File: src/rtl/control_sequencer_pkg.sv
// Shared definitions for the hardwired control unit: opcodes, ALU codes,
// FSM state encoding, instruction classes and the opcode -> ALU code map.
package cu_pkg;

  localparam int OPC_BITS = 5;
  localparam int ALU_BITS = 4;

  // Opcodes (top OPC_BITS of the IR)
  localparam logic [OPC_BITS-1:0] OPC_LD   = 5'b00000;
  localparam logic [OPC_BITS-1:0] OPC_LDI  = 5'b00001;
  localparam logic [OPC_BITS-1:0] OPC_ST   = 5'b00010;
  localparam logic [OPC_BITS-1:0] OPC_ADD  = 5'b00011;
  localparam logic [OPC_BITS-1:0] OPC_SUB  = 5'b00100;
  localparam logic [OPC_BITS-1:0] OPC_AND  = 5'b01001;
  localparam logic [OPC_BITS-1:0] OPC_OR   = 5'b01010;
  localparam logic [OPC_BITS-1:0] OPC_ADDI = 5'b01011;
  localparam logic [OPC_BITS-1:0] OPC_ANDI = 5'b01100;
  localparam logic [OPC_BITS-1:0] OPC_ORI  = 5'b01101;
  localparam logic [OPC_BITS-1:0] OPC_MUL  = 5'b01110;
  localparam logic [OPC_BITS-1:0] OPC_DIV  = 5'b01111;
  localparam logic [OPC_BITS-1:0] OPC_BR   = 5'b10010;
  localparam logic [OPC_BITS-1:0] OPC_JR   = 5'b10011;
  localparam logic [OPC_BITS-1:0] OPC_IN   = 5'b10101;
  localparam logic [OPC_BITS-1:0] OPC_OUT  = 5'b10110;
  localparam logic [OPC_BITS-1:0] OPC_MFHI = 5'b10111;
  localparam logic [OPC_BITS-1:0] OPC_MFLO = 5'b11000;
  localparam logic [OPC_BITS-1:0] OPC_NOP  = 5'b11001;
  localparam logic [OPC_BITS-1:0] OPC_HALT = 5'b11010;

  // ALU function select; ADD is zero so an idle alu_op reads as ADD
  localparam logic [ALU_BITS-1:0] ALU_ADD = 4'd0;
  localparam logic [ALU_BITS-1:0] ALU_SUB = 4'd1;
  localparam logic [ALU_BITS-1:0] ALU_AND = 4'd2;
  localparam logic [ALU_BITS-1:0] ALU_OR  = 4'd3;
  localparam logic [ALU_BITS-1:0] ALU_MUL = 4'd4;
  localparam logic [ALU_BITS-1:0] ALU_DIV = 4'd5;

  // FSM state encoding
  localparam logic [3:0] ST_RST  = 4'd0;
  localparam logic [3:0] ST_T0   = 4'd1;
  localparam logic [3:0] ST_T1   = 4'd2;
  localparam logic [3:0] ST_T2   = 4'd3;
  localparam logic [3:0] ST_T3   = 4'd4;
  localparam logic [3:0] ST_T4   = 4'd5;
  localparam logic [3:0] ST_T5   = 4'd6;
  localparam logic [3:0] ST_T6   = 4'd7;
  localparam logic [3:0] ST_T7   = 4'd8;
  localparam logic [3:0] ST_HALT = 4'd9;

  typedef enum logic [3:0] {
    CL_ALU_R, CL_ALU_I, CL_LDI, CL_LD, CL_ST, CL_BR, CL_JR,
    CL_IO, CL_MV, CL_MULDIV, CL_NOP, CL_HALT
  } instr_class_t;

  // ALU function an opcode asks for; anything non-arithmetic uses ADD
  function automatic logic [ALU_BITS-1:0] alu_code(input logic [OPC_BITS-1:0] opc);
    case (opc)
      OPC_SUB:           return ALU_SUB;
      OPC_AND, OPC_ANDI: return ALU_AND;
      OPC_OR,  OPC_ORI:  return ALU_OR;
      OPC_MUL:           return ALU_MUL;
      OPC_DIV:           return ALU_DIV;
      default:           return ALU_ADD;
    endcase
  endfunction

endpackage

File: src/rtl/control_sequencer_if.sv
// Control-unit <-> datapath bundle. master = control unit (drives strobes),
// slave = datapath (drives IR contents and the branch-condition flop).
interface control_sequencer_if #(
  parameter int IR_W    = 32,
  parameter int ALU_OPW = 4
);
  logic [IR_W-1:0]    ir;
  logic               con_ff;
  logic               pco, pci, incpc;
  logic               iri, mari, mdri, mdro, mem_read, mem_write;
  logic               gra, grb, grc, rin, rout, baout;
  logic               ryi, rzli, rzhi, rzlo, rzho;
  logic               hii, hio, loi, loo, ipo, opi, csigno, conin;
  logic [ALU_OPW-1:0] alu_op;
  logic               run;

  modport master (
    input  ir, con_ff,
    output pco, pci, incpc, iri, mari, mdri, mdro, mem_read, mem_write,
           gra, grb, grc, rin, rout, baout, ryi, rzli, rzhi, rzlo, rzho,
           hii, hio, loi, loo, ipo, opi, csigno, conin, alu_op, run
  );

  modport slave (
    output ir, con_ff,
    input  pco, pci, incpc, iri, mari, mdri, mdro, mem_read, mem_write,
           gra, grb, grc, rin, rout, baout, ryi, rzli, rzhi, rzlo, rzho,
           hii, hio, loi, loo, ipo, opi, csigno, conin, alu_op, run
  );
endinterface

File: src/rtl/control_sequencer_decode.sv
// cu_decode: opcode -> instruction class. Macro CU_MULDIV_EN selects whether
// mul/div get their own class or fall back to nop.
module cu_decode
  import cu_pkg::*;
#(
  parameter int OPC_W = 5
) (
  input  logic [OPC_W-1:0] i_opc,
  output instr_class_t     o_class
);

  // Pure combinational classification; unknown opcodes behave as nop
  always_comb begin
    o_class = CL_NOP;
    case (i_opc)
      OPC_ADD, OPC_SUB, OPC_AND, OPC_OR: o_class = CL_ALU_R;
      OPC_ADDI, OPC_ANDI, OPC_ORI:       o_class = CL_ALU_I;
      OPC_LDI:                           o_class = CL_LDI;
      OPC_LD:                            o_class = CL_LD;
      OPC_ST:                            o_class = CL_ST;
      OPC_BR:                            o_class = CL_BR;
      OPC_JR:                            o_class = CL_JR;
      OPC_IN, OPC_OUT:                   o_class = CL_IO;
      OPC_MFHI, OPC_MFLO:                o_class = CL_MV;
`ifdef CU_MULDIV_EN
      OPC_MUL, OPC_DIV:                  o_class = CL_MULDIV;
`else
      OPC_MUL, OPC_DIV:                  o_class = CL_NOP;
`endif
      OPC_HALT:                          o_class = CL_HALT;
      default:                           o_class = CL_NOP;
    endcase
  end

endmodule

File: src/rtl/control_sequencer.sv
// Hardwired Moore control unit: fetch T0-T2, execute T3-T7, HALT until clear.
// Optional mul/div sequencing is enabled by defining CU_MULDIV_EN (see cu_decode).
module control_sequencer
  import cu_pkg::*;
#(
  parameter int IR_W    = 32,
  parameter int OPC_W   = 5,
  parameter int ALU_OPW = 4
) (
  input  logic                clock,
  input  logic                clear,
  control_sequencer_if.master bus
);

  logic [3:0]       r_state;
  logic [OPC_W-1:0] r_opc;
  logic [3:0]       w_state_next;
  instr_class_t     w_class;

  cu_decode #(.OPC_W(OPC_W)) u_decode (
    .i_opc  (r_opc),
    .o_class(w_class)
  );

  // State register and opcode latch; opcode captured on the T2->T3 edge
  always_ff @(posedge clock or posedge clear) begin
    if (clear) begin
      r_state <= ST_RST;
      r_opc   <= '0;
    end else begin
      r_state <= w_state_next;
      if (r_state == ST_T2) r_opc <= bus.ir[IR_W-1 -: OPC_W];
    end
  end

  // Next state: fetch is fixed, execute length depends on the latched class
  always_comb begin
    w_state_next = ST_RST;
    case (r_state)
      ST_RST: w_state_next = ST_T0;
      ST_T0:  w_state_next = ST_T1;
      ST_T1:  w_state_next = ST_T2;
      ST_T2:  w_state_next = ST_T3;
      ST_T3: begin
        case (w_class)
          CL_ALU_R, CL_ALU_I, CL_LDI, CL_LD, CL_ST, CL_BR, CL_MULDIV:
                   w_state_next = ST_T4;
          CL_HALT: w_state_next = ST_HALT;
          default: w_state_next = ST_T0;
        endcase
      end
      ST_T4:  w_state_next = ST_T5;
      ST_T5: begin
        case (w_class)
          CL_LD, CL_ST, CL_BR, CL_MULDIV: w_state_next = ST_T6;
          default:                        w_state_next = ST_T0;
        endcase
      end
      ST_T6:  w_state_next = (w_class == CL_LD || w_class == CL_ST) ? ST_T7 : ST_T0;
      ST_T7:  w_state_next = ST_T0;
      ST_HALT: w_state_next = ST_HALT;
      default: w_state_next = ST_RST;
    endcase
  end

  // Strobe decode from state and latched opcode only (con_ff gates br's pci)
  always_comb begin
    bus.pco = 1'b0;  bus.pci = 1'b0;  bus.incpc = 1'b0;
    bus.iri = 1'b0;  bus.mari = 1'b0; bus.mdri = 1'b0; bus.mdro = 1'b0;
    bus.mem_read = 1'b0; bus.mem_write = 1'b0;
    bus.gra = 1'b0;  bus.grb = 1'b0;  bus.grc = 1'b0;
    bus.rin = 1'b0;  bus.rout = 1'b0; bus.baout = 1'b0;
    bus.ryi = 1'b0;  bus.rzli = 1'b0; bus.rzhi = 1'b0; bus.rzlo = 1'b0; bus.rzho = 1'b0;
    bus.hii = 1'b0;  bus.hio = 1'b0;  bus.loi = 1'b0;  bus.loo = 1'b0;
    bus.ipo = 1'b0;  bus.opi = 1'b0;  bus.csigno = 1'b0; bus.conin = 1'b0;
    bus.alu_op = '0;
    bus.run = (r_state >= ST_T0) && (r_state <= ST_T7);
    case (r_state)
      ST_T0: begin bus.pco = 1'b1; bus.mari = 1'b1; bus.incpc = 1'b1; end
      ST_T1: begin bus.mem_read = 1'b1; bus.mdri = 1'b1; end
      ST_T2: begin bus.mdro = 1'b1; bus.iri = 1'b1; end
      ST_T3: begin
        case (w_class)
          CL_ALU_R, CL_ALU_I: begin bus.grb = 1'b1; bus.rout = 1'b1; bus.ryi = 1'b1; end
          CL_LDI, CL_LD, CL_ST: begin bus.grb = 1'b1; bus.baout = 1'b1; bus.ryi = 1'b1; end
          CL_BR:     begin bus.gra = 1'b1; bus.rout = 1'b1; bus.conin = 1'b1; end
          CL_JR:     begin bus.gra = 1'b1; bus.rout = 1'b1; bus.pci = 1'b1; end
          CL_IO: begin
            bus.gra = 1'b1;
            if (r_opc == OPC_IN) begin bus.ipo = 1'b1; bus.rin = 1'b1; end
            else begin bus.rout = 1'b1; bus.opi = 1'b1; end
          end
          CL_MV: begin
            bus.gra = 1'b1; bus.rin = 1'b1;
            if (r_opc == OPC_MFHI) bus.hio = 1'b1;
            else bus.loo = 1'b1;
          end
          CL_MULDIV: begin bus.gra = 1'b1; bus.rout = 1'b1; bus.ryi = 1'b1; end
          default: ;
        endcase
      end
      ST_T4: begin
        case (w_class)
          CL_ALU_R: begin
            bus.grc = 1'b1; bus.rout = 1'b1; bus.rzli = 1'b1;
            bus.alu_op = ALU_OPW'(alu_code(r_opc));
          end
          CL_ALU_I: begin
            bus.csigno = 1'b1; bus.rzli = 1'b1;
            bus.alu_op = ALU_OPW'(alu_code(r_opc));
          end
          CL_LDI, CL_LD, CL_ST: begin bus.csigno = 1'b1; bus.rzli = 1'b1; end
          CL_BR: begin bus.pco = 1'b1; bus.ryi = 1'b1; end
          CL_MULDIV: begin
            bus.grb = 1'b1; bus.rout = 1'b1; bus.rzli = 1'b1; bus.rzhi = 1'b1;
            bus.alu_op = ALU_OPW'(alu_code(r_opc));
          end
          default: ;
        endcase
      end
      ST_T5: begin
        case (w_class)
          CL_ALU_R, CL_ALU_I, CL_LDI: begin bus.rzlo = 1'b1; bus.gra = 1'b1; bus.rin = 1'b1; end
          CL_LD, CL_ST: begin bus.rzlo = 1'b1; bus.mari = 1'b1; end
          CL_BR:        begin bus.csigno = 1'b1; bus.rzli = 1'b1; end
          CL_MULDIV:    begin bus.rzlo = 1'b1; bus.loi = 1'b1; end
          default: ;
        endcase
      end
      ST_T6: begin
        case (w_class)
          CL_LD:     begin bus.mem_read = 1'b1; bus.mdri = 1'b1; end
          CL_ST:     begin bus.gra = 1'b1; bus.rout = 1'b1; bus.mdri = 1'b1; end
          CL_BR:     begin bus.rzlo = 1'b1; bus.pci = bus.con_ff; end
          CL_MULDIV: begin bus.rzho = 1'b1; bus.hii = 1'b1; end
          default: ;
        endcase
      end
      ST_T7: begin
        case (w_class)
          CL_LD:   begin bus.mdro = 1'b1; bus.gra = 1'b1; bus.rin = 1'b1; end
          CL_ST:   bus.mem_write = 1'b1;
          default: ;
        endcase
      end
      default: ;
    endcase
  end

endmodule
File: src/flat_wrapper.sv
// flat-port wrapper written by rule: the top's interface ports become plain ports
module control_sequencer_flat import cu_pkg::*;
#(
  parameter int IR_W    = 32,
  parameter int OPC_W   = 5,
  parameter int ALU_OPW = 4
)
  (clock, clear, bus_ir, bus_con_ff, bus_pco, bus_pci, bus_incpc, bus_iri, bus_mari, bus_mdri, bus_mdro, bus_mem_read, bus_mem_write, bus_gra, bus_grb, bus_grc, bus_rin, bus_rout, bus_baout, bus_ryi, bus_rzli, bus_rzhi, bus_rzlo, bus_rzho, bus_hii, bus_hio, bus_loi, bus_loo, bus_ipo, bus_opi, bus_csigno, bus_conin, bus_alu_op, bus_run);
  control_sequencer_if #(.IR_W(IR_W), .ALU_OPW(ALU_OPW)) bus_i ();
  input  logic clock;
  input  logic clear;
  input wire logic [$bits(bus_i.ir)-1:0] bus_ir;
  input wire logic [$bits(bus_i.con_ff)-1:0] bus_con_ff;
  output wire logic [$bits(bus_i.pco)-1:0] bus_pco;
  output wire logic [$bits(bus_i.pci)-1:0] bus_pci;
  output wire logic [$bits(bus_i.incpc)-1:0] bus_incpc;
  output wire logic [$bits(bus_i.iri)-1:0] bus_iri;
  output wire logic [$bits(bus_i.mari)-1:0] bus_mari;
  output wire logic [$bits(bus_i.mdri)-1:0] bus_mdri;
  output wire logic [$bits(bus_i.mdro)-1:0] bus_mdro;
  output wire logic [$bits(bus_i.mem_read)-1:0] bus_mem_read;
  output wire logic [$bits(bus_i.mem_write)-1:0] bus_mem_write;
  output wire logic [$bits(bus_i.gra)-1:0] bus_gra;
  output wire logic [$bits(bus_i.grb)-1:0] bus_grb;
  output wire logic [$bits(bus_i.grc)-1:0] bus_grc;
  output wire logic [$bits(bus_i.rin)-1:0] bus_rin;
  output wire logic [$bits(bus_i.rout)-1:0] bus_rout;
  output wire logic [$bits(bus_i.baout)-1:0] bus_baout;
  output wire logic [$bits(bus_i.ryi)-1:0] bus_ryi;
  output wire logic [$bits(bus_i.rzli)-1:0] bus_rzli;
  output wire logic [$bits(bus_i.rzhi)-1:0] bus_rzhi;
  output wire logic [$bits(bus_i.rzlo)-1:0] bus_rzlo;
  output wire logic [$bits(bus_i.rzho)-1:0] bus_rzho;
  output wire logic [$bits(bus_i.hii)-1:0] bus_hii;
  output wire logic [$bits(bus_i.hio)-1:0] bus_hio;
  output wire logic [$bits(bus_i.loi)-1:0] bus_loi;
  output wire logic [$bits(bus_i.loo)-1:0] bus_loo;
  output wire logic [$bits(bus_i.ipo)-1:0] bus_ipo;
  output wire logic [$bits(bus_i.opi)-1:0] bus_opi;
  output wire logic [$bits(bus_i.csigno)-1:0] bus_csigno;
  output wire logic [$bits(bus_i.conin)-1:0] bus_conin;
  output wire logic [$bits(bus_i.alu_op)-1:0] bus_alu_op;
  output wire logic [$bits(bus_i.run)-1:0] bus_run;
  assign bus_i.ir = bus_ir;
  assign bus_i.con_ff = bus_con_ff;
  assign bus_pco = bus_i.pco;
  assign bus_pci = bus_i.pci;
  assign bus_incpc = bus_i.incpc;
  assign bus_iri = bus_i.iri;
  assign bus_mari = bus_i.mari;
  assign bus_mdri = bus_i.mdri;
  assign bus_mdro = bus_i.mdro;
  assign bus_mem_read = bus_i.mem_read;
  assign bus_mem_write = bus_i.mem_write;
  assign bus_gra = bus_i.gra;
  assign bus_grb = bus_i.grb;
  assign bus_grc = bus_i.grc;
  assign bus_rin = bus_i.rin;
  assign bus_rout = bus_i.rout;
  assign bus_baout = bus_i.baout;
  assign bus_ryi = bus_i.ryi;
  assign bus_rzli = bus_i.rzli;
  assign bus_rzhi = bus_i.rzhi;
  assign bus_rzlo = bus_i.rzlo;
  assign bus_rzho = bus_i.rzho;
  assign bus_hii = bus_i.hii;
  assign bus_hio = bus_i.hio;
  assign bus_loi = bus_i.loi;
  assign bus_loo = bus_i.loo;
  assign bus_ipo = bus_i.ipo;
  assign bus_opi = bus_i.opi;
  assign bus_csigno = bus_i.csigno;
  assign bus_conin = bus_i.conin;
  assign bus_alu_op = bus_i.alu_op;
  assign bus_run = bus_i.run;
  control_sequencer #(.IR_W(IR_W), .OPC_W(OPC_W), .ALU_OPW(ALU_OPW)) u_core (.clock(clock), .clear(clear), .bus(bus_i));
endmodule
File: config.mk
export PLATFORM = sky130hd
export DESIGN_NAME = control_sequencer_flat
export DESIGN_NICKNAME = d
export VERILOG_FILES = /design/src/rtl/control_sequencer_pkg.sv /design/src/rtl/control_sequencer_if.sv /design/src/rtl/control_sequencer_decode.sv /design/src/rtl/control_sequencer.sv /design/src/flat_wrapper.sv
export SDC_FILE = /design/constraint.sdc
export NUM_CORES = 1
export LEC_CHECK = 0
export CAP_MARGIN = 20
export CORE_MARGIN = 2
export CORE_UTILIZATION = 38
export DETAILED_ROUTE_END_ITERATION = 7
export PLACE_DENSITY = 0.78
export SLEW_MARGIN = 20
export SYNTH_ARGS = -nofsm -noshare
export SYNTH_HDL_FRONTEND = slang
export SYNTH_SLANG_ARGS = --single-unit
File: constraint.sdc
create_clock -name clock -period 2.7 [get_ports clock]
set_clock_uncertainty 0.2 [all_clocks]
set_input_delay 0.54 -clock clock [delete_from_list [all_inputs] [get_ports clock]]
set_output_delay 0.54 -clock clock [all_outputs]
set_load 0.05 [all_outputs]
==> results.py, run 1 <==
metrics = {
    "outcome": {
        "status": "finished with violations",
        "violations": "setup timing",
    },
    "layout": {
        "antenna_cells": 0,
        "ff_latch_area_um2": 226,
        "drive_above_1_share_pct": 71.0,
        "multi_input_area_um2": 1570,
        "n_fill_cell": 160,
        "fin_util_pct": 88.6,
        "fin_nets": 329,
        "final_area_um2": 3220,
        "synthToLayoutAreaGrowth_pct": 125,
    },
    "sta": {
        "rsz0062_at_grt": "true",
        "max_freq_ghz": 0.302,
        "min_period_over_period_pct": 123,
        "setup_violations": 29,
        "tightest_slew_ps": 639,
        "drv_slew": 0,
        "hold_violations": 0,
        "max_slew_margin_pct": 57.1,
        "setup_slack_ps": -613,
        "layout_min_cycle_time_ps": 3310,
    },
    "critical_path": {
        "startpoint_type": "register",
        "rr_startpoint": "u_core.r_opc[3]",
        "worstPathRequired_ps": 1960,
        "r2r-end": "u_core.r_state[1]",
        "cp-end-kind": "output pin",
        "r2r_cells": 10,
        "crit_path_max_fanout": 7,
        "crit_arrival_ps": 2570,
        "reg2reg_slack_ps": 60,
        "criticalPathCategory": "reg2out",
    },
    "placed_design": {
        "dpl_cell_area_um2": 2770,
        "io_buffers": 39,
        "place_hpwl_um": 3890,
        "place_congestion": 0.964,
    },
    "grt": {
        "grt_pass1_vias": 1960,
        "grt_max_degree": 14,
        "grt_util_all_layers_pct": 29.1,
        "grt_pass1_wl_um": 9630,
        "antenna_found_initial": 0,
        "grt-ovfl-total": 0,
    },
    "clock_tree": {
        "clock_tree.buffer_depth": 2,
        "htreeDepth": 1,
        "root_buffer": "clkbuf_8",
        "holdBufCountCts": 0,
        "numCtsBuffers": 3,
        "clkTransAtPathRegs_ps": 40,
        "clock_latency_ps": 230,
        "clock_sinks": 9,
        "cts_tree": "yes",
    },
    "die": {
        "io_pins": 68,
        "core-area_um2": 3630,
        "num_rows": 22,
        "start_util_pct": 39.3,
        "die_height_um": 65.3,
        "dieArea_um2": 4270,
        "fp.dieW_um": 65.3,
    },
    "logic_synthesis": {
        "synth_edf_count": 0,
        "yosysUniqueCellTypes": 57,
        "yosys.area.top_type": "dfrtp_1",
        "syn_avg_cell_area_um2": 7.89,
        "synthTopCellsByArea": "dfrtp_1 (16%), ha_1 (6.1%), nor2_1 (5.5%)",
        "netlist_top_cells_count": "nor2_1 (21), o21ai_0 (14), nand2_1 (11)",
        "synth_most_common_cell": "nor2_1",
        "synth_nets": 223,
        "async_reset_ff_share_pct": 100,
        "synth_cells": 181,
        "syn_area_um2": 1430,
        "synth_top_flop_cell": "dfrtp_1",
        "ys_seq_elements": 9,
        "synth_top_area_share_pct": 15.8,
        "synth-seq-area-share_pct": 15.8,
        "yosysWarningCount": 0,
    },
    "detailed_routing": {
        "firstDrtPassIters": 4,
        "post_drt_via_cell_ratio": 5.80,
        "drtIter0Drc": 98,
        "vias": 1937,
        "totalWireLength_um": 6780,
        "detail-route-antenna-nets": 0,
        "post_drt_wl_per_cell_um": 20.3,
        "route.detailed.drc": 0,
    },
    "flow_run": {
        "maxCapViolCount": 0,
    },
    "pwr": {
        "p_leak_nw": 1.34,
        "power_density_nw_per_um2": 1560,
        "ir_worst_vdd_v": 0.000951,
    },
    "worst_hold_path": {
        "worstHoldPathType": "in2async",
    },
}
routing by layer:
metal / global-route usage, % / vias to the layer above / part of all wire (%) / routed length, µm
li1: - / 858 / - / -
met1: 33.7 / 936 / 38 / 2590
met2: 54.8 / 122 / 53 / 3580
met3: 2.74 / 21 / 6.4 / 431
met4: 10.7 / 0 / 2.7 / 180
met5: 0 / - / 0 / 0
kinds of logic after synthesis:
family | Yosys count | synth area share (%)
AOI/OAI and AO/OA | 50 | 26.4
xor gates and xnor gates | 1 | 0.613
adders and majority gates | 7 | 6.13
buffers and inverters | 20 | 9.37
DFF | 9 | 15.8
muxes | 10 | 8.32
other | 1 | 0.262
and+or+nand+nor | 83 | 33.1
cell type report:
cell class                 count  share of cell area [%]
inverter                       5                   0.738
timing repair buffer         116                    40.1
tap                           48                    1.87
multi-input combinational    152                    48.9
sequential                     9                    7.03
clock buffer                   4                    1.40
repair_timing:
item	CTS	global route
setup endpoints to repair	29	29
pin swaps	20	17
setup buffers	10	10
gates resized for setup	42	15
power breakdown:
group / internal, mW / leakage [nW] / total [mW] / switching [mW]
Clock: 0.102 / 0.0228 / 0.150 / 0.0477
Combinational: 2.11 / 1.21 / 4.57 / 2.46
Sequential: 0.199 / 0.109 / 0.300 / 0.101
Total: 2.41 / 1.34 / 5.02 / 2.61
per-stage QoR:
| step | setup TNS (ps) | power (mW) | hold slack, ps | setup WS, ps | instances |
|---|---|---|---|---|---|
| 4_1_cts | -9770 | 4.42 | 375 | -423 | 325 |
| 6_report | -13200 | 5.02 | 375 | -613 | 334 |
| 3_5_place_dp | -5100 | 3.72 | 437 | -329 | 311 |
| 2_1_floorplan | -3510 | 2.44 | 168 | -372 | 181 |
| 3_3_place_gp | -3870 | 3.62 | 405 | -280 | 311 |
| 5_1_grt | -14900 | 5.19 | 412 | -665 | 334 |
registers in the layout (all words and copies together), names as in the netlist:
signal          flops
u_core.r_opc        5
u_core.r_state      4
critical path, stage by stage (launching register included):
cell,delay [ps]
dfrtp_2,450
inv_4,80
ha_4,160
mux2_4,300
o211ai_4,240
o311ai_4,200
buf_4,210
nor4b_2,300
a21oi_1,100
nor2_2,150
buf_12,150
cell usage in the layout, fill, tap and decap left out, types with 3 or more instances in the layout:
master | synthesis | routed
buf_4 | 3 | 72
buf_12 | 0 | 30
nor2_4 | 0 | 12
o21ai_0 | 14 | 9
dfrtp_1 | 9 | 8
clkdlybuf4s50_1 | 0 | 7
buf_6 | 6 | 7
nand2b_1 | 6 | 6
nand2_1 | 11 | 5
nor2_1 | 21 | 5
a21oi_4 | 0 | 4
o21ai_4 | 0 | 4
nand3_2 | 0 | 4
nor3_4 | 1 | 4
nor2_2 | 0 | 4
nand3_1 | 8 | 4
o211ai_1 | 4 | 4
or2_2 | 4 | 4
nor3_1 | 7 | 4
nand2_2 | 1 | 4
mux2_2 | 4 | 3
inv_1 | 5 | 3
mux2_4 | 2 | 3
nor2b_1 | 4 | 3
and2_4 | 2 | 3
o311ai_4 | 0 | 3
nand2_4 | 0 | 3
ha_4 | 0 | 3
ha_1 | 7 | 3
clkbuf_8 | 0 | 3
worst max path at each step:
| stage | from | to | slack (ps) | cells past startpoint |
|---|---|---|---|---|
| 6_report | u_core.r_opc[1] | bus_pci | -610 | 10 |
| 5_1_grt | u_core.r_opc[1] | bus_pci | -660 | 10 |
| 4_1_cts | u_core.r_opc[1] | bus_mdri | -420 | 10 |
| 3_5_place_dp | u_core.r_opc[1] | bus_gra | -330 | 10 |
| 3_3_place_gp | u_core.r_opc[1] | bus_gra | -280 | 9 |
| 2_1_floorplan | u_core.r_opc[1] | bus_rzli | -370 | 10 |
No activity file was read; power rests on OpenSTA's default activity.
==> inputs of run 2 (changes only) <==
--- a/config.mk
+++ b/config.mk
@@ -6,10 +6,12 @@
 export NUM_CORES = 1
 export LEC_CHECK = 0
 export CAP_MARGIN = 20
+export CORE_ASPECT_RATIO = 2
 export CORE_MARGIN = 2
 export CORE_UTILIZATION = 38
 export DETAILED_ROUTE_END_ITERATION = 7
 export PLACE_DENSITY = 0.78
+export SKIP_CTS_REPAIR_TIMING = 1
 export SLEW_MARGIN = 20
 export SYNTH_ARGS = -nofsm -noshare
 export SYNTH_HDL_FRONTEND = slang
==> run 2 against run 1 <==
Net effect:
- the run still ends with setup timing left
- power shrank 8.2%
- flip-flop and latch count did not move
- highest routed layer unchanged
- setup slack improved by 59 ps
==> results.py, run 2 (same netlist as run 1, synthesis figures left out) <==
metrics = {
    "detailed_routing": {
        "firstDrtPassIters": 4,
        "totalWireLength_um": 6440,
        "detail-route-antenna-nets": 0,
        "drtIter0Drc": 69,
        "route.detailed.drc": 0,
        "post_drt_via_cell_ratio": 5.77,
        "post_drt_wl_per_cell_um": 20.1,
        "vias": 1847,
    },
    "grt": {
        "grt-ovfl-total": 0,
        "grt_max_degree": 14,
        "grt_util_all_layers_pct": 25.2,
        "grt_pass1_wl_um": 8130,
        "grt_pass1_vias": 1762,
        "antenna_found_initial": 0,
    },
    "clock_tree": {
        "clock_sinks": 9,
        "clkTransAtPathRegs_ps": 40,
        "numCtsBuffers": 3,
        "clock_tree.buffer_depth": 2,
        "clock_latency_ps": 230,
        "root_buffer": "clkbuf_8",
        "cts_tree": "yes",
        "htreeDepth": 1,
    },
    "critical_path": {
        "crit_arrival_ps": 2510,
        "startpoint_type": "register",
        "crit_path_max_fanout": 6,
        "criticalPathCategory": "reg2out",
        "reg2reg_slack_ps": 40,
        "cp-end-kind": "output pin",
        "cp-endpoint": "bus_gra",
        "worstPathRequired_ps": 1960,
        "cp-startpoint": "u_core.r_opc[1]",
        "rr_startpoint": "u_core.r_opc[0]",
        "r2r_cells": 11,
        "r2r-end": "u_core.r_state[3]",
    },
    "layout": {
        "drive_above_1_share_pct": 66.4,
        "n_fill_cell": 188,
        "regMostFlops": "u_core.r_opc",
        "reg_top3": "u_core.r_opc: 5 flops, u_core.r_state: 4 flops",
        "fin_nets": 314,
        "synthToLayoutAreaGrowth_pct": 114,
        "antenna_cells": 0,
        "final_area_um2": 3060,
        "final_cell_mix": "buf_4 (57), buf_12 (30), nor2_4 (12), o21ai_0 (10)",
        "layout_commonest_cell": "buf_4",
        "largest_reg_flops": 5,
    },
    "die": {
        "io_pins": 68,
        "start_util_pct": 39.6,
        "dieArea_um2": 4300,
        "num_rows": 31,
        "die_height_um": 90.7,
        "fp.dieW_um": 47.4,
        "core-area_um2": 3610,
    },
    "sta": {
        "rsz0062_at_grt": "true",
        "setup_violations": 29,
        "tightest_slew_ps": 543,
        "layout_min_cycle_time_ps": 3250,
        "holdWs_ps": 371,
        "min_period_over_period_pct": 121,
        "hold_violations": 0,
        "max_freq_ghz": 0.307,
        "max_slew_margin_pct": 63.5,
        "setup_slack_ps": -554,
        "drv_slew": 0,
    },
    "placed_design": {
        "dpl_cell_area_um2": 2740,
        "place_hpwl_um": 4190,
        "place_congestion": 0.929,
        "io_buffers": 39,
    },
    "pwr": {
        "p_leak_nw": 1.28,
        "power_density_nw_per_um2": 1510,
        "ir_worst_vdd_v": 0.00131,
    },
    "outcome": {
        "status": "finished with violations",
        "violations": "setup timing",
    },
    "worst_hold_path": {
        "worstHoldPathType": "in2async",
    },
    "flow_run": {
        "maxCapViolCount": 0,
    },
}
==> run 2: critical path: stages (launching register included) <==
cell	delay, ps
dfrtp_2	460
inv_4	120
ha_4	150
nor3b_4	230
a21oi_4	80
o221a_4	320
buf_6	140
o21ai_0	200
a21o_1	250
o221ai_2	150
buf_12	170
==> run 2: final cells by class <==
cell class                 count  area [µm²]  share of cell area, %
multi-input combinational    152        1520                   49.8
timing repair buffer         101        1180                   38.5
sequential                     9         228                   7.45
tap                           49        61.3                   2.01
clock buffer                   4        45.0                   1.47
inverter                       5        23.8                  0.778
==> run 2: how the worst min path moves through the flow <==
stage	start	endpoint	slack, ps	cells past startpoint
5_1_grt	clear	u_core.r_state[2]	430	2
3_3_place_gp	u_core.r_state[3]	u_core.r_state[1]	410	2
2_1_floorplan	clear	u_core.r_opc[0]	170	1
3_5_place_dp	u_core.r_state[3]	u_core.r_state[1]	420	2
4_1_cts	clear	u_core.r_opc[4]	370	2
6_report	clear	u_core.r_state[1]	370	2
==> run 2: report_power, final <==
group          internal [mW]  total, mW  switching, mW
logic                   1.86       4.14           2.28
clock network          0.103      0.156         0.0527
registers              0.200      0.309          0.109
==> run 2: per-layer routing <==
metal / part of all wire, % / track usage, % / wire length (µm) / vias to the layer above
li1: - / - / - / 833
met1: 31 / 24.3 / 1970 / 894
met2: 60 / 49.0 / 3890 / 88
met3: 3.4 / 2.80 / 219 / 32
met4: 5.6 / 7.64 / 358 / 0
met5: 0 / 0 / 0 / -
==> run 2: metrics by stage <==
stage / setup TNS, ps / worst slack, ps / power (mW) / utilization, % / std cells
floorplan: -3510 / -372 / 2.44 / - / 181
global placement: -5030 / -316 / 3.56 / 76.0 / 308
detailed placement: -6540 / -368 / 3.67 / 76.0 / 308
CTS: -13920 / -620 / 3.84 / 77.2 / 312
global route: -15730 / -673 / 4.81 / 84.7 / 320
finish: -13330 / -554 / 4.60 / 84.7 / 320
==> inputs of run 3 (changes only) <==
--- a/config.mk
+++ b/config.mk
@@ -11,6 +11,7 @@
 export CORE_UTILIZATION = 38
 export DETAILED_ROUTE_END_ITERATION = 7
 export PLACE_DENSITY = 0.78
+export REMOVE_ABC_BUFFERS = 1
 export SKIP_CTS_REPAIR_TIMING = 1
 export SLEW_MARGIN = 20
 export SYNTH_ARGS = -nofsm -noshare
==> run 3 against run 2 <==
Net effect:
- the flow still finishes with violations (setup timing)
- clock power increased by 8%
- first-iteration DRC count increased by 8.7%
- die area unchanged
- maximum frequency decreased by 4.7%
- power increased by 8.8%
- sequential share of layout area decreased by 0.14 points
- cell count increased by 1.9%
- sequential power decreased by 6.8%
- non-clock buffer count increased by 5
- wire length increased by 15%
- critical path depth unchanged
==> results.py, run 3 (same netlist as run 1, synthesis figures left out) <==
metrics = {
    "grt": {
        "met3_usage_pct": 1.80,
        "grt_max_degree": 14,
        "use_met2_pct": 40.4,
        "grt_pass1_vias": 1781,
        "grt.met1_usage_pct": 22.4,
        "top_usage_layer": "met2",
        "grt_pass1_wl_um": 7510,
        "grt-ovfl-total": 0,
        "grt_util_all_layers_pct": 22.8,
        "antenna_found_initial": 0,
    },
    "detailed_routing": {
        "firstDrtPassIters": 4,
        "post_drt_wl_per_cell_um": 22.7,
        "drtIter0Drc": 75,
        "post_drt_via_cell_ratio": 6.05,
        "detail-route-antenna-nets": 0,
        "totalWireLength_um": 7420,
        "vias": 1973,
        "route.detailed.drc": 0,
    },
    "sta": {
        "tightest_slew_ps": 791,
        "layout_min_cycle_time_ps": 3410,
        "hold_violations": 0,
        "setup_slack_ps": -713,
        "max_freq_ghz": 0.293,
        "min_period_over_period_pct": 126,
        "rsz0062_at_grt": "true",
        "max_slew_margin_pct": 46.8,
        "setup_violations": 31,
        "drv_slew": 0,
    },
    "placed_design": {
        "dp.cells": 305,
        "io_buffers": 39,
        "place_congestion": 0.963,
        "place_hpwl_um": 3660,
    },
    "outcome": {
        "status": "finished with violations",
        "violations": "setup timing",
    },
    "clock_tree": {
        "clock_latency_ps": 250,
        "cts_tree": "yes",
        "htreeDepth": 1,
        "numCtsBuffers": 3,
        "clock_tree.buffer_depth": 2,
        "clkTransAtPathRegs_ps": 50,
        "root_buffer": "clkbuf_8",
        "clock_sinks": 9,
    },
    "critical_path": {
        "crit_path_max_fanout": 7,
        "path_cells": "buf_6 -> ha_2 -> mux2_4 -> a21oi_4 -> o221ai_4 -> nor3_4 -> nor2_2 -> o21ai_1 -> buf_4 -> buf_12",
        "max_stage_delay_ps": 400,
        "crit_arrival_ps": 2670,
        "cp-end-kind": "output pin",
        "startpoint_type": "register",
        "cp_slowest_cell": "dfrtp_1",
        "worstPathRequired_ps": 1960,
        "criticalPathCategory": "reg2out",
    },
    "layout": {
        "n_fill_cell": 177,
        "fin_util_pct": 85.4,
        "fin_cells": 326,
        "fin_nets": 320,
        "largest_reg_flops": 5,
        "reg_top3": "u_core.r_opc: 5 flops, u_core.r_state: 4 flops",
        "synthToLayoutAreaGrowth_pct": 116,
        "regMostFlops": "u_core.r_opc",
        "final_cell_mix": "buf_4 (55), buf_12 (23), buf_6 (15), nor2_1 (9), dfrtp_1 (9)",
        "drive_above_1_share_pct": 66.1,
        "antenna_cells": 0,
        "multi_input_area_um2": 1500,
        "layout_commonest_cell": "buf_4",
        "ff_latch_area_um2": 225,
    },
    "die": {
        "core-area_um2": 3610,
        "start_util_pct": 39.6,
        "fp.dieW_um": 47.4,
        "num_rows": 31,
        "dieArea_um2": 4300,
        "die_height_um": 90.7,
        "io_pins": 68,
    },
    "pwr": {
        "p_leak_nw": 1.25,
        "power_density_nw_per_um2": 1630,
        "ir_worst_vdd_v": 0.00102,
    },
    "flow_run": {
        "maxCapViolCount": 0,
    },
    "worst_hold_path": {
        "worstHoldPathType": "in2async",
    },
}
==> run 3: cell type report <==
cell class / count / area share (%)
clock buffers: 4 / 1.46
inverters: 5 / 0.690
multi-input cells: 153 / 48.5
flip-flops and latches: 9 / 7.31
well taps: 49 / 1.99
repair buffers: 106 / 40.0
==> run 3: metrics by stage <==
step	hold slack, ps	power [mW]	setup TNS, ps	area (µm²)	worst slack (ps)
3_5_place_dp	436	3.17	-10320	2390	-467
4_1_cts	367	3.34	-17880	2440	-719
5_1_grt	387	5.21	-18240	3080	-802
3_3_place_gp	396	3.10	-8780	2390	-419
2_1_floorplan	168	1.85	-17980	1310	-1100
6_report	357	5.01	-15620	3080	-713
==> run 3: layer usage <==
metal | vias to the layer above | wire length [µm]
met4 | 0 | 371
met3 | 31 | 382
li1 | 850 | -
met2 | 111 | 4130
met1 | 981 | 2530
met5 | - | 0
==> run 3: where the power goes <==
| group | switching, mW | internal (mW) | total [mW] |
|---|---|---|---|
| Clock | 0.0639 | 0.104 | 0.168 |
| Sequential | 0.0904 | 0.197 | 0.288 |
| Combinational | 2.48 | 2.08 | 4.56 |
==> run 3: worst paths after layout <==
| path | start | endpoint | slack, ps | cells after the start |
|---|---|---|---|---|
| hold / removal | clear | u_core.r_state[0] | 360 | 2 |
| setup / recovery | u_core.r_opc[1] | bus_mari | -710 | 10 |
| hold reg to reg | u_core.r_opc[0] | u_core.r_opc[0] | 460 | 2 |
| min in group clock | u_core.r_opc[0] | u_core.r_opc[0] | 460 | 2 |
| setup reg to reg | u_core.r_opc[0] | u_core.r_state[3] | -70 | 15 |
| max in group asynchronous | clear | u_core.r_opc[3] | 1690 | 2 |
==> run 3: worst max-delay path, delay by kind of cell, from the launching register on <==
family | cells | cell delay, ps
AO/OA/AOI/OAI | 3 | 630
multiplexers | 1 | 290
flip-flops | 1 | 400
AND/OR/NAND/NOR | 2 | 500
adder cells (fa/ha/maj) | 1 | 160
buffers and inverters | 3 | 440
